**src/rtl/camkey_loader.sv**
```systemverilog
// Serial key loader for the camouflaged c432 core: shifts in a key frame,
// verifies its nibble checksum and only then drives the camouflage selects.
module camkey_loader #(
    parameter int KEY_W    = 12,
    parameter int CHK_W    = 4,
    parameter int ONE_TIME = 1
) (
    input  logic             clk,
    input  logic             rst,
    input  logic             start,
    input  logic             key_bit,
    input  logic             key_valid,
    output logic             key_ready,
    output logic [KEY_W-1:0] key_out,
    output logic             key_locked,
    output logic             key_err,
    output logic             busy
);

    localparam int FRAME_W = KEY_W + CHK_W;
    localparam int CNT_W   = $clog2(FRAME_W);
    localparam int SLICES  = KEY_W / CHK_W;
    localparam logic [CNT_W-1:0] LAST_BIT = CNT_W'(FRAME_W - 1);

    typedef enum logic [2:0] {
        IDLE,
        SHIFT,
        CHECK,
        LOCKED,
        ERROR
    } state_t;

    state_t             state;
    logic [CNT_W-1:0]   bit_cnt;
    logic [FRAME_W-1:0] staging;
    logic [CHK_W-1:0]   key_sum;
    logic               chk_ok;

    // The frame arrives LSB first, so after a full frame staging[0] holds key[0]
    // and the check field occupies the top CHK_W bits.
    always_comb begin
        key_sum = '0;
        for (int i = 0; i < SLICES; i++) begin
            key_sum = key_sum ^ staging[i*CHK_W +: CHK_W];
        end
        chk_ok = (key_sum == staging[FRAME_W-1 -: CHK_W]);
    end

    always_ff @(posedge clk or posedge rst) begin
        if (rst) begin
            state      <= IDLE;
            bit_cnt    <= '0;
            staging    <= '0;
            key_out    <= '0;
            key_locked <= 1'b0;
            key_err    <= 1'b0;
            key_ready  <= 1'b0;
            busy       <= 1'b0;
        end else begin
            case (state)
                IDLE: begin
                    if (start) begin
                        state     <= SHIFT;
                        bit_cnt   <= '0;
                        key_ready <= 1'b1;
                        busy      <= 1'b1;
                    end
                end
                SHIFT: begin
                    if (key_valid) begin
                        staging <= {key_bit, staging[FRAME_W-1:1]};
                        if (bit_cnt == LAST_BIT) begin
                            state     <= CHECK;
                            key_ready <= 1'b0;
                        end else begin
                            bit_cnt <= bit_cnt + 1'b1;
                        end
                    end
                end
                CHECK: begin
                    busy <= 1'b0;
                    if (chk_ok) begin
                        state      <= LOCKED;
                        key_out    <= staging[KEY_W-1:0];
                        key_locked <= 1'b1;
                        key_err    <= 1'b0;
                    end else begin
                        state <= ERROR;
                        key_err <= 1'b1;
                    end
                end
                LOCKED: begin
                    // key_out is deliberately left alone; it only moves on a passing CHECK.
                    if (ONE_TIME == 0 && start) begin
                        state      <= SHIFT;
                        bit_cnt    <= '0;
                        key_locked <= 1'b0;
                        key_ready  <= 1'b1;
                        busy       <= 1'b1;
                    end
                end
                ERROR: begin
                    if (start) begin
                        state     <= SHIFT;
                        bit_cnt   <= '0;
                        key_ready <= 1'b1;
                        busy      <= 1'b1;
                    end
                end
                default: begin
                    state <= IDLE;
                end
            endcase
        end
    end

endmodule

```
**config.mk**
```make
export PLATFORM = sky130hd
export DESIGN_NAME = camkey_loader
export DESIGN_NICKNAME = d
export VERILOG_FILES = /design/src/rtl/camkey_loader.sv
export SDC_FILE = /design/constraint.sdc
export NUM_CORES = 1
export LEC_CHECK = 0
export ABC_AREA = 1
export ABC_CLOCK_PERIOD_IN_PS = 1600
export BUFFER_PORTS_ARGS = -buffer_cell sky130_fd_sc_hd__buf_2
export CAP_MARGIN = 20
export CORE_MARGIN = 3
export CORE_UTILIZATION = 39
export CTS_CLUSTER_DIAMETER = 120
export DETAILED_ROUTE_END_ITERATION = 8
export PLACE_DENSITY = 0.6
export SKIP_CTS_REPAIR_TIMING = 1
export SKIP_LAST_GASP = 1
export SLEW_MARGIN = 20
export SYNTH_ARGS = -nofsm -noshare
export SYNTH_HDL_FRONTEND = slang
export SYNTH_SLANG_ARGS = --single-unit
```
**constraint.sdc**
```tcl
create_clock -name clk -period 1.6 [get_ports clk]
set_clock_uncertainty 0.15 [all_clocks]
set_input_delay 0.4 -clock clk [delete_from_list [all_inputs] [get_ports clk]]
set_output_delay 0.4 -clock clk [all_outputs]
set_load 0.01 [all_outputs]
```
==> results by group, run 1 <==
Die
  • Starting Density: 0.416
  • Row count: 24
  • Die ar.: 5640 um^2
  • Core ar.: 4470 um^2
  • Die width: 75.1 um
  • Die Y: 75.1 um
  • I/O pin count: 21

Global route
  • Met2 usage: 0.196
  • Met3 Use GR: 0.0267
  • Global route overflow: 0
  • GRT Overall Usage: 0.134
  • Number of global-route vias before repair: 1258
  • Grt met1 use: 0.190
  • Antenna violations before repair: 0
  • Pin count of the biggest net entering global routing: 40
  • Grt peak-use layer: met2
  • Global-route wire length before repair: 5720 um

Timing
  • Final period util: 0.999
  • Final hold slack: about 1.5 ps
  • Pins Over Slew Limit: 0
  • Max frequency: 0.626 GHz
  • Slew of the pin with the lowest slew margin: 346 ps
  • Tmin final: roughly 1600 ps
  • Setup TNS: 0 ps
  • Slew headroom: 0.767
  • RSZ-0062 raised after global routing: true
  • Fin. Hold Viols: 0
  • Setup violators final: 0

Status
  • Outcome: completed

Run
  • Max-capacitance violation count: 0

Setup path
  • CP endpoint kind: flop
  • CP startpoint kind: flop
  • Max FO, Critical Path: 3
  • Kind of critical path: reg -> reg
  • CP Data Required Time: between 1500 and 2000 ps
  • Worst path arrival time: 1620 ps
  • Internal reg-to-reg setup slack: 1 ps

Pwr
  • Switching Share: 0.415
  • Leak: 1.16 nW
  • Logic pwr share: 0.452
  • P_sw: 1.67 mW
  • Clk pwr share: 0.155
  • Max VDD drop: around 630 uV
  • Power Internal: 2.36 mW
  • P per Cell Area: between 1500 and 2000 nW/um^2
  • Power share of the sequential group: 0.393

Clock network
  • Clock tree buffer depth: 2
  • Num CTS Buffers: 5
  • CTS clock-pin slew for the worst setup and hold paths: around 70 ps
  • Clk Latency, worst-skew pair: 280 ps
  • CTS tree: yes
  • # H-tree levels: 2
  • Root Driver: clkbuf_8
  • Clk sinks: 39

Detailed routing
  • Post-Route WL: between 3000 and 4000 um
  • DR pass1 iterations: 4
  • # DRC: 0
  • DR vias/cell: 4.61
  • Detail Route Antenna Nets: 0
  • Routed len/inst: roughly 11 um
  • Iter 0 DRT Violations: 63
  • Via count: 1435

Logic synthesis
  • Yosys top cell area share: 0.524
  • Library cells used by synthesis: 25
  • Yosys reg bits: 39
  • Synthesized instance count: 221
  • Post-Syn Area per Cell: 8.42 um^2
  • Top cells by area, synth: dfrtp_1 (52%), nand2_1 (16%), inv_1 (5.6%)
  • Syn nets: about 230
  • Register area share after synthesis: 0.524
  • Yosys warns: 0
  • Synth Cell Area: 1860 um^2
  • Area leader, netlist: dfrtp_1

Place
  • PortBufs: 20
  • Post-Place Cells: 299
  • HPWL after detailed placement: between 2000 and 2500 um
  • Gpl congestion: approximately 0.76
  • Placed Area: about 2100 um^2

Finish
  • Fin cells: around 310
  • Area grow syn2layout: 20.3%
  • Layout cells sized above 1: 0.266
  • NumNets Final: 264
  • Final Util: 0.501
  • Antenna cells: 0
  • # fillers: ~450
  • Post-route cell area: ~2200 um^2
  • Register Area: around 980 um^2
  • Multi-input logic area: 731 um^2

Hold path
  • Hold Path Class: in -> async
sequential cells by signal (all words and copies together), names as in the netlist:
| register | flops |
|---|---|
| staging | 16 |
| key_out | 12 |
| bit_cnt | 4 |
| state | 3 |
| busy | 1 |
| key_err | 1 |
| key_locked | 1 |
| key_ready | 1 |
placed cells by master (no fill, tap or decap), types with 2 or more instances in the layout:
cell      count
nand2_1      78
dfrtp_1      39
inv_1        26
o21ai_0      20
buf_2        20
nor2_1       11
o21ai_2      11
buf_4        11
inv_2         8
clkbuf_8      5
xnor2_1       4
nand2_2       3
nand3_1       3
nor2_4        2
a21oi_2       2
o31ai_1       2
clkbuf_1      2
buf_12        2
Yosys cell counts:
cell / count
nand2_1: 78
dfrtp_1: 39
inv_1: 28
o21ai_0: 20
nor2_1: 11
o21ai_2: 11
inv_2: 6
xnor2_1: 4
nand2_2: 3
nand3_1: 3
buf_2: 2
buf_6: 2
o31ai_1: 2
a21oi_1: 1
a21oi_2: 1
clkbuf_1: 1
ha_1: 1
nand3_4: 1
nor2_2: 1
nor2_4: 1
nor3_4: 1
o21a_1: 1
o21ai_1: 1
o22a_1: 1
xor2_1: 1
logic make-up after synthesis:
logic type | synth area share
compound gates | 0.132
fa+ha+maj | 0.00672
simple gates | 0.225
buf+inv | 0.0880
xor+xnor | 0.0235
flops | 0.524
through the flow:
| stage | setup WS, ps | power (mW) |
|---|---|---|
| 2_1_floorplan | 92.2 | 2.85 |
| 3_3_place_gp | 40.6 | 3.34 |
| 3_5_place_dp | 37.5 | 3.34 |
| 4_1_cts | 10.8 | 3.99 |
| 5_1_grt | -124 | 4.42 |
| 6_report | 1.32 | 4.04 |
power groups by stage:
| stage | clock [mW] | sequential [mW] | combinational [mW] |
|---|---|---|---|
| floorplan | 0 | 1.61 | 1.24 |
| global placement | 0 | 1.60 | 1.74 |
| detailed placement | 0 | 1.60 | 1.74 |
| CTS | 0.655 | 1.58 | 1.75 |
| global route | 0.685 | 1.64 | 2.09 |
| finish | 0.624 | 1.59 | 1.83 |
per-layer routing:
layer  routed length (um)  vias to the layer above
met4                   52                        0
met2                 1590                       24
met5                    0                        -
met1                 1710                      650
li1                     -                      756
met3                  125                        5
critical path, cell delays in order (launching register included):
cell and delay (ps):
dfrtp_1 380, ha_1 220, nand3_1 150, nor2_1 50
o21ai_0 300, a21oi_2 90, nand2_1 90, nand2_1 50
path summary, 6_finish.rpt:
check                                       start                 endpoint  cells after the start
max in group asynchronous                     rst     state[0]$_DFFE_PP0P_                      3
min in group clk                          key_bit  staging[15]$_DFFE_PP0P_                      3
min reg2reg                key_locked$_DFFE_PP0N_   key_locked$_DFFE_PP0N_                      2
min                                           rst   key_out[6]$_DFFE_PP0N_                      3
max                        bit_cnt[0]$_DFFE_PP0P_     state[0]$_DFFE_PP0P_                      7
max reg2reg                bit_cnt[0]$_DFFE_PP0P_     state[0]$_DFFE_PP0P_                      7
cell type report:
| type | instances | area share |
|---|---|---|
| clock buffers | 7 | 0.0341 |
| clock inverters | 1 | 0.00223 |
| inverters | 34 | 0.0570 |
| multi-input cells | 143 | 0.326 |
| flip-flops and latches | 39 | 0.436 |
| well taps | 52 | 0.0291 |
| repair buffers | 35 | 0.116 |
(Power assumes the default switching activity.)
==> run 2: changes to the inputs <==
- HOLD_SLACK_MARGIN: not set -> 0.03
- PLACE_DENSITY: 0.6 -> 0.69
==> results by group, run 2 (synthesized netlist as in run 1, its figures left out) <==
Status
  • Outcome: completed (unchanged)

Die
  • Starting Density: 0.416 (unchanged)
  • I/O pin count: 21 (unchanged)
  • Die ar.: 5640 um^2 (unchanged)
  • Die width: 75.1 um (unchanged)
  • Core ar.: 4470 um^2 (unchanged)
  • Row count: 24 (unchanged)
  • Die Y: 75.1 um (unchanged)

Timing
  • Final period util: 0.991 (was 0.999)
  • Slew of the pin with the lowest slew margin: 339 ps (was 346 ps)
  • Final hold slack: 168 ps (was 1.52 ps)
  • Setup TNS: 0 ps (unchanged)
  • Setup violators final: 0 (unchanged)
  • Slew headroom: 0.772 (was 0.767)
  • Pins Over Slew Limit: 0 (unchanged)
  • Tmin final: 1590 ps (was 1600 ps)
  • Max frequency: 0.630 GHz (was 0.626 GHz)
  • Fin. Hold Viols: 0 (unchanged)
  • RSZ-0062 raised after global routing: true (unchanged)

Place
  • Placed Area: 2100 um^2 (about the same)
  • PortBufs: 20 (unchanged)
  • Gpl congestion: 0.742 (was 0.763)
  • HPWL after detailed placement: 2460 um (was 2380 um)

Setup path
  • CP startpoint kind: flop (unchanged)
  • Worst path arrival time: 1620 ps (about the same)
  • Internal reg-to-reg setup slack: 10 ps (was 1 ps)
  • Kind of critical path: reg -> reg (unchanged)
  • CP Data Required Time: 1640 ps (was 1620 ps)
  • CP endpoint kind: flop (unchanged)
  • Max FO, Critical Path: 3 (unchanged)

Detailed routing
  • Iter 0 DRT Violations: 111 (was 63)
  • Detail Route Antenna Nets: 0 (unchanged)
  • Via count: 1480 (was 1435)
  • Routed len/inst: 11.9 um (was 11.2 um)
  • DR pass1 iterations: 4 (unchanged)
  • # DRC: 0 (unchanged)
  • DR vias/cell: 4.77 (was 4.61)
  • Post-Route WL: 3680 um (was 3480 um)

Global route
  • GRT Overall Usage: 0.139 (was 0.134)
  • Antenna violations before repair: 0 (unchanged)
  • Global-route wire length before repair: 5780 um (was 5720 um)
  • Met3 Use GR: 0.0387 (was 0.0267)
  • Pin count of the biggest net entering global routing: 40 (unchanged)
  • Met2 usage: 0.205 (was 0.196)
  • Global route overflow: 0 (unchanged)
  • Grt met1 use: 0.189 (was 0.190)
  • Grt peak-use layer: met2 (unchanged)
  • Number of global-route vias before repair: 1271 (was 1258)

Hold path
  • Hold Path Class: in -> reg (was in -> async)

Finish
  • NumNets Final: 263 (was 264)
  • Post-route cell area: 2320 um^2 (was 2240 um^2)
  • Antenna cells: 0 (unchanged)
  • Biggest register: staging (unchanged)
  • Most frequent cells in the layout: nand2_1 (72), dfrtp_1 (37), inv_1 (26) (was nand2_1 (78), dfrtp_1 (39), inv_1 (26))
  • Layout cells sized above 1: 0.310 (was 0.266)
  • # fillers: 406 (was 445)
  • Commonest non-fill, non-tap cell in the layout: nand2_1 (unchanged)
  • Max reg flops: 16 (unchanged)
  • Area grow syn2layout: 24.8% (was 20.3%)
  • Top flop regs: staging x16, key_out x12, bit_cnt x4 (unchanged)

Pwr
  • P_sw: 1.76 mW (was 1.67 mW)
  • Logic pwr share: 0.433 (was 0.452)
  • Max VDD drop: 487 uV (was 625 uV)
  • Switching Share: 0.404 (was 0.415)
  • Clk pwr share: 0.194 (was 0.155)
  • Power share of the sequential group: 0.372 (was 0.393)
  • Power Internal: 2.60 mW (was 2.36 mW)
  • Leak: 1.17 nW (was 1.16 nW)
  • P per Cell Area: 1880 nW/um^2 (was 1800 nW/um^2)
  • Total power: 4.36 mW (was 4.04 mW)

Run
  • Max-capacitance violation count: 0 (unchanged)

Clock network
  • CTS clock-pin slew for the worst setup and hold paths: 70 ps (about the same)
  • Root Driver: clkbuf_8 (unchanged)
  • Clk sinks: 39 (unchanged)
  • Num CTS Buffers: 5 (unchanged)
  • Clk Latency, worst-skew pair: 290 ps (was 280 ps)
  • CTS tree: yes (unchanged)
  • Clock tree buffer depth: 2 (unchanged)
  • # H-tree levels: 2 (unchanged)
run 2: per-layer routing:
layer  routed length, um  up-vias  share of wire
met5                   0        -              0
met4                  91        0          0.025
met3                 133        9          0.036
met2                1690       30           0.46
met1                1760      684           0.48
li1                    -      757              -
run 2: worst paths after layout:
| check | startpoint | endpoint | cells past startpoint |
|---|---|---|---|
| max | bit_cnt[0]$_DFFE_PP0P_ | state[0]$_DFFE_PP0P_ | 7 |
| min | key_bit | staging[15]$_DFFE_PP0P_ | 3 |
| max reg2reg | bit_cnt[0]$_DFFE_PP0P_ | state[0]$_DFFE_PP0P_ | 7 |
| min reg2reg | key_locked$_DFFE_PP0N_ | key_locked$_DFFE_PP0N_ | 2 |
| max in group asynchronous | rst | staging[13]$_DFFE_PP0P_ | 4 |
| min in group asynchronous | rst | key_out[10]$_DFFE_PP0N_ | 4 |
run 2: critical path: stages, from the launching register on:
cell and delay [ps]:
dfrtp_1 420, ha_2 210, nand3_2 130, nor2_1 60, o21ai_0 290, a21oi_2 90
nand2_1 80, nand2_1 50
run 2: cell type report:
cell class / instances / area [um^2] / share of cell area
Clock buffer: 6 / 82.6 / 0.0355
Clock inverter: 2 / 35.0 / 0.0151
Inverter: 34 / 128 / 0.0549
Multi-Input combinational cell: 143 / 768 / 0.331
Sequential cell: 39 / 978 / 0.421
Tap cell: 52 / 65.1 / 0.0280
Timing Repair Buffer: 34 / 267 / 0.115
run 2: power by group through the flow:
stage	clock network [mW]	logic (mW)	registers, mW
after global routing	0.908	2.15	1.67
after global placement	0	1.69	1.61
after CTS	0.870	1.73	1.61
after floorplan	0	1.24	1.61
final	0.847	1.89	1.62
after detailed placement	0	1.72	1.62
run 2: through the flow:
step	util	cells	worst slack, ps
finish	0.519	310	13.8
global route	0.519	310	-97.3
CTS	0.496	306	6.90
floorplan	-	221	92.2
detailed placement	0.470	298	43.9
global placement	0.470	298	70.5
==> run 3: changes to the inputs <==
- CELL_PAD_IN_SITES_DETAIL_PLACEMENT: not set -> 1
- CELL_PAD_IN_SITES_GLOBAL_PLACEMENT: not set -> 1
- PLACE_DENSITY: 0.69 -> 0.85
==> results by group, run 3 (synthesized netlist as in run 1, its figures left out) <==
Die
  • Core ar.: 4470 um^2 (unchanged)
  • Row count: 24 (unchanged)
  • Die Y: 75.1 um (unchanged)
  • Starting Density: 0.416 (unchanged)
  • Die ar.: 5640 um^2 (unchanged)
  • Die width: 75.1 um (unchanged)
  • I/O pin count: 21 (unchanged)

Setup path
  • CP endpoint kind: flop (unchanged)
  • Kind of critical path: reg -> reg (unchanged)
  • Max FO, Critical Path: 8 (was 3)
  • Worst path arrival time: 1840 ps (was 1620 ps)
  • Worst path slowest cell: dfrtp_1 (unchanged)
  • Crit-path max cell delay: 430 ps (was 420 ps)
  • CP cell instances: inv_1 > nand2_1 > nand2_1 > nand2_1 > nand2_1 > nand2_1 > inv_2 > nand3_4 > buf_12 > nand2_4 > nand2_2 > nand2_1 (was ha_2 > nand3_2 > nor2_1 > o21ai_0 > a21oi_2 > nand2_1 > nand2_1)
  • CP Data Required Time: 1690 ps (was 1640 ps)
  • CP startpoint kind: flop (unchanged)
  • Most used cell, CP: nand2_1 (unchanged)

Timing
  • Pins Over Slew Limit: 0 (unchanged)
  • Fin. Hold Viols: 0 (unchanged)
  • Final period util: 1.09 (was 0.991)
  • Slew of the pin with the lowest slew margin: 379 ps (was 339 ps)
  • Max frequency: 0.573 GHz (was 0.630 GHz)
  • Worst setup margin: -146 ps (was 13.8 ps)
  • Tmin final: 1750 ps (was 1590 ps)
  • Setup violators final: 17 (was 0)
  • RSZ-0062 raised after global routing: true (unchanged)
  • Slew headroom: 0.746 (was 0.772)

Finish
  • Layout cells sized above 1: 0.381 (was 0.310)
  • Antenna cells: 0 (unchanged)
  • Most frequent cells in the layout: nand2_1 (63), dfrtp_1 (39), inv_1 (24) (was nand2_1 (72), dfrtp_1 (37), inv_1 (26))
  • NumNets Final: 273 (was 263)
  • Top flop regs: staging x16, key_out x12, bit_cnt x4 (unchanged)
  • Area grow syn2layout: 32.1% (was 24.8%)
  • Final Util: 0.549 (was 0.519)
  • Post-route cell area: 2460 um^2 (was 2320 um^2)
  • Biggest register: staging (unchanged)
  • Commonest non-fill, non-tap cell in the layout: nand2_1 (unchanged)
  • Max reg flops: 16 (unchanged)

Detailed routing
  • Routed len/inst: 16.6 um (was 11.9 um)
  • Post-Route WL: 5320 um (was 3680 um)
  • DR pass1 iterations: 4 (unchanged)
  • DR vias/cell: 5.07 (was 4.77)
  • Detail Route Antenna Nets: 0 (unchanged)
  • Iter 0 DRT Violations: 53 (was 111)
  • Via count: 1622 (was 1480)
  • # DRC: 0 (unchanged)

Clock network
  • CTS clock-pin slew for the worst setup and hold paths: 80 ps (was 70 ps)
  • Num CTS Buffers: 5 (unchanged)
  • CTS tree: yes (unchanged)
  • Clk Latency, worst-skew pair: 310 ps (was 290 ps)
  • # H-tree levels: 2 (unchanged)
  • Root Driver: clkbuf_8 (unchanged)
  • Clock tree buffer depth: 2 (unchanged)
  • Clk sinks: 39 (unchanged)

Hold path
  • Hold Path Class: in -> reg (unchanged)

Place
  • Gpl congestion: 0.747 (was 0.742)
  • Placed Area: 2110 um^2 (was 2100 um^2)
  • PortBufs: 20 (unchanged)
  • HPWL after detailed placement: 3070 um (was 2460 um)

Status
  • Outcome: finished, violations left (was completed)
  • Failing checks: setup timing

Pwr
  • Max VDD drop: 656 uV (was 487 uV)
  • P per Cell Area: 1900 nW/um^2 (was 1880 nW/um^2)
  • Total power: 4.67 mW (was 4.36 mW)
  • Leak: 1.24 nW (was 1.17 nW)

Global route
  • Global-route wire length before repair: 6690 um (was 5780 um)
  • Pin count of the biggest net entering global routing: 40 (unchanged)
  • Number of global-route vias before repair: 1504 (was 1271)
  • Antenna violations before repair: 0 (unchanged)
  • GRT Overall Usage: 0.161 (was 0.139)
  • Global route overflow: 0 (unchanged)

Run
  • Max-capacitance violation count: 0 (unchanged)
## run 3: power breakdown
| group | internal [mW] | switching, mW |
|---|---|---|
| combinational | 0.978 | 1.37 |
| sequential | 1.31 | 0.336 |
| clock | 0.299 | 0.371 |
| total | 2.59 | 2.08 |
## run 3: critical path, delay by kind of cell (launching register included)
kind | cells | cell delay, ps
buffers and inverters | 3 | 470
DFF | 1 | 430
and+or+nand+nor | 9 | 610
## run 3: metal layers
layer / GRT usage / up-vias / share of wire
met5: 0 / - / 0
met2: 0.268 / 30 / 0.52
met3: 0.0414 / 14 / 0.026
li1: - / 770 / -
met4: 0.0850 / 0 / 0.032
met1: 0.191 / 808 / 0.42
## run 3: final cells by class
cell class              count  area (um^2)
multi-input cells         143          812
well taps                  52         65.1
clock inverters             3         15.0
flip-flops and latches     39          976
clock buffers               5         68.8
fillers                   531         2020
inverters                  34          128
repair buffers             44          394
## run 3: worst paths after layout
path                                                 to              startpoint  slack, ps  depth (start not counted)
min in group asynchronous        bit_cnt[2]$_DFFE_PP0P_                     rst        550                          4
worst max register to register     state[0]$_DFFE_PP0P_  staging[4]$_DFFE_PP0P_       -150                         12
worst min register to register   key_out[5]$_DFFE_PP0N_  key_out[5]$_DFFE_PP0N_        330                          2
worst min-delay path            staging[15]$_DFFE_PP0P_                 key_bit        160                          3
worst max-delay path               state[0]$_DFFE_PP0P_  staging[4]$_DFFE_PP0P_       -150                         12
max in group asynchronous          state[1]$_DFFE_PP0P_                     rst        550                          4
## run 3: per-stage QoR
stage	setup WS [ps]	cells	hold slack, ps	setup TNS [ps]
global placement	15.3	300	290	0
global route	-226	320	178	-3810
CTS	-68.8	308	-7.16	-326
floorplan	92.2	221	312	0
finish	-146	320	158	-2120
detailed placement	-43.4	300	308	-102
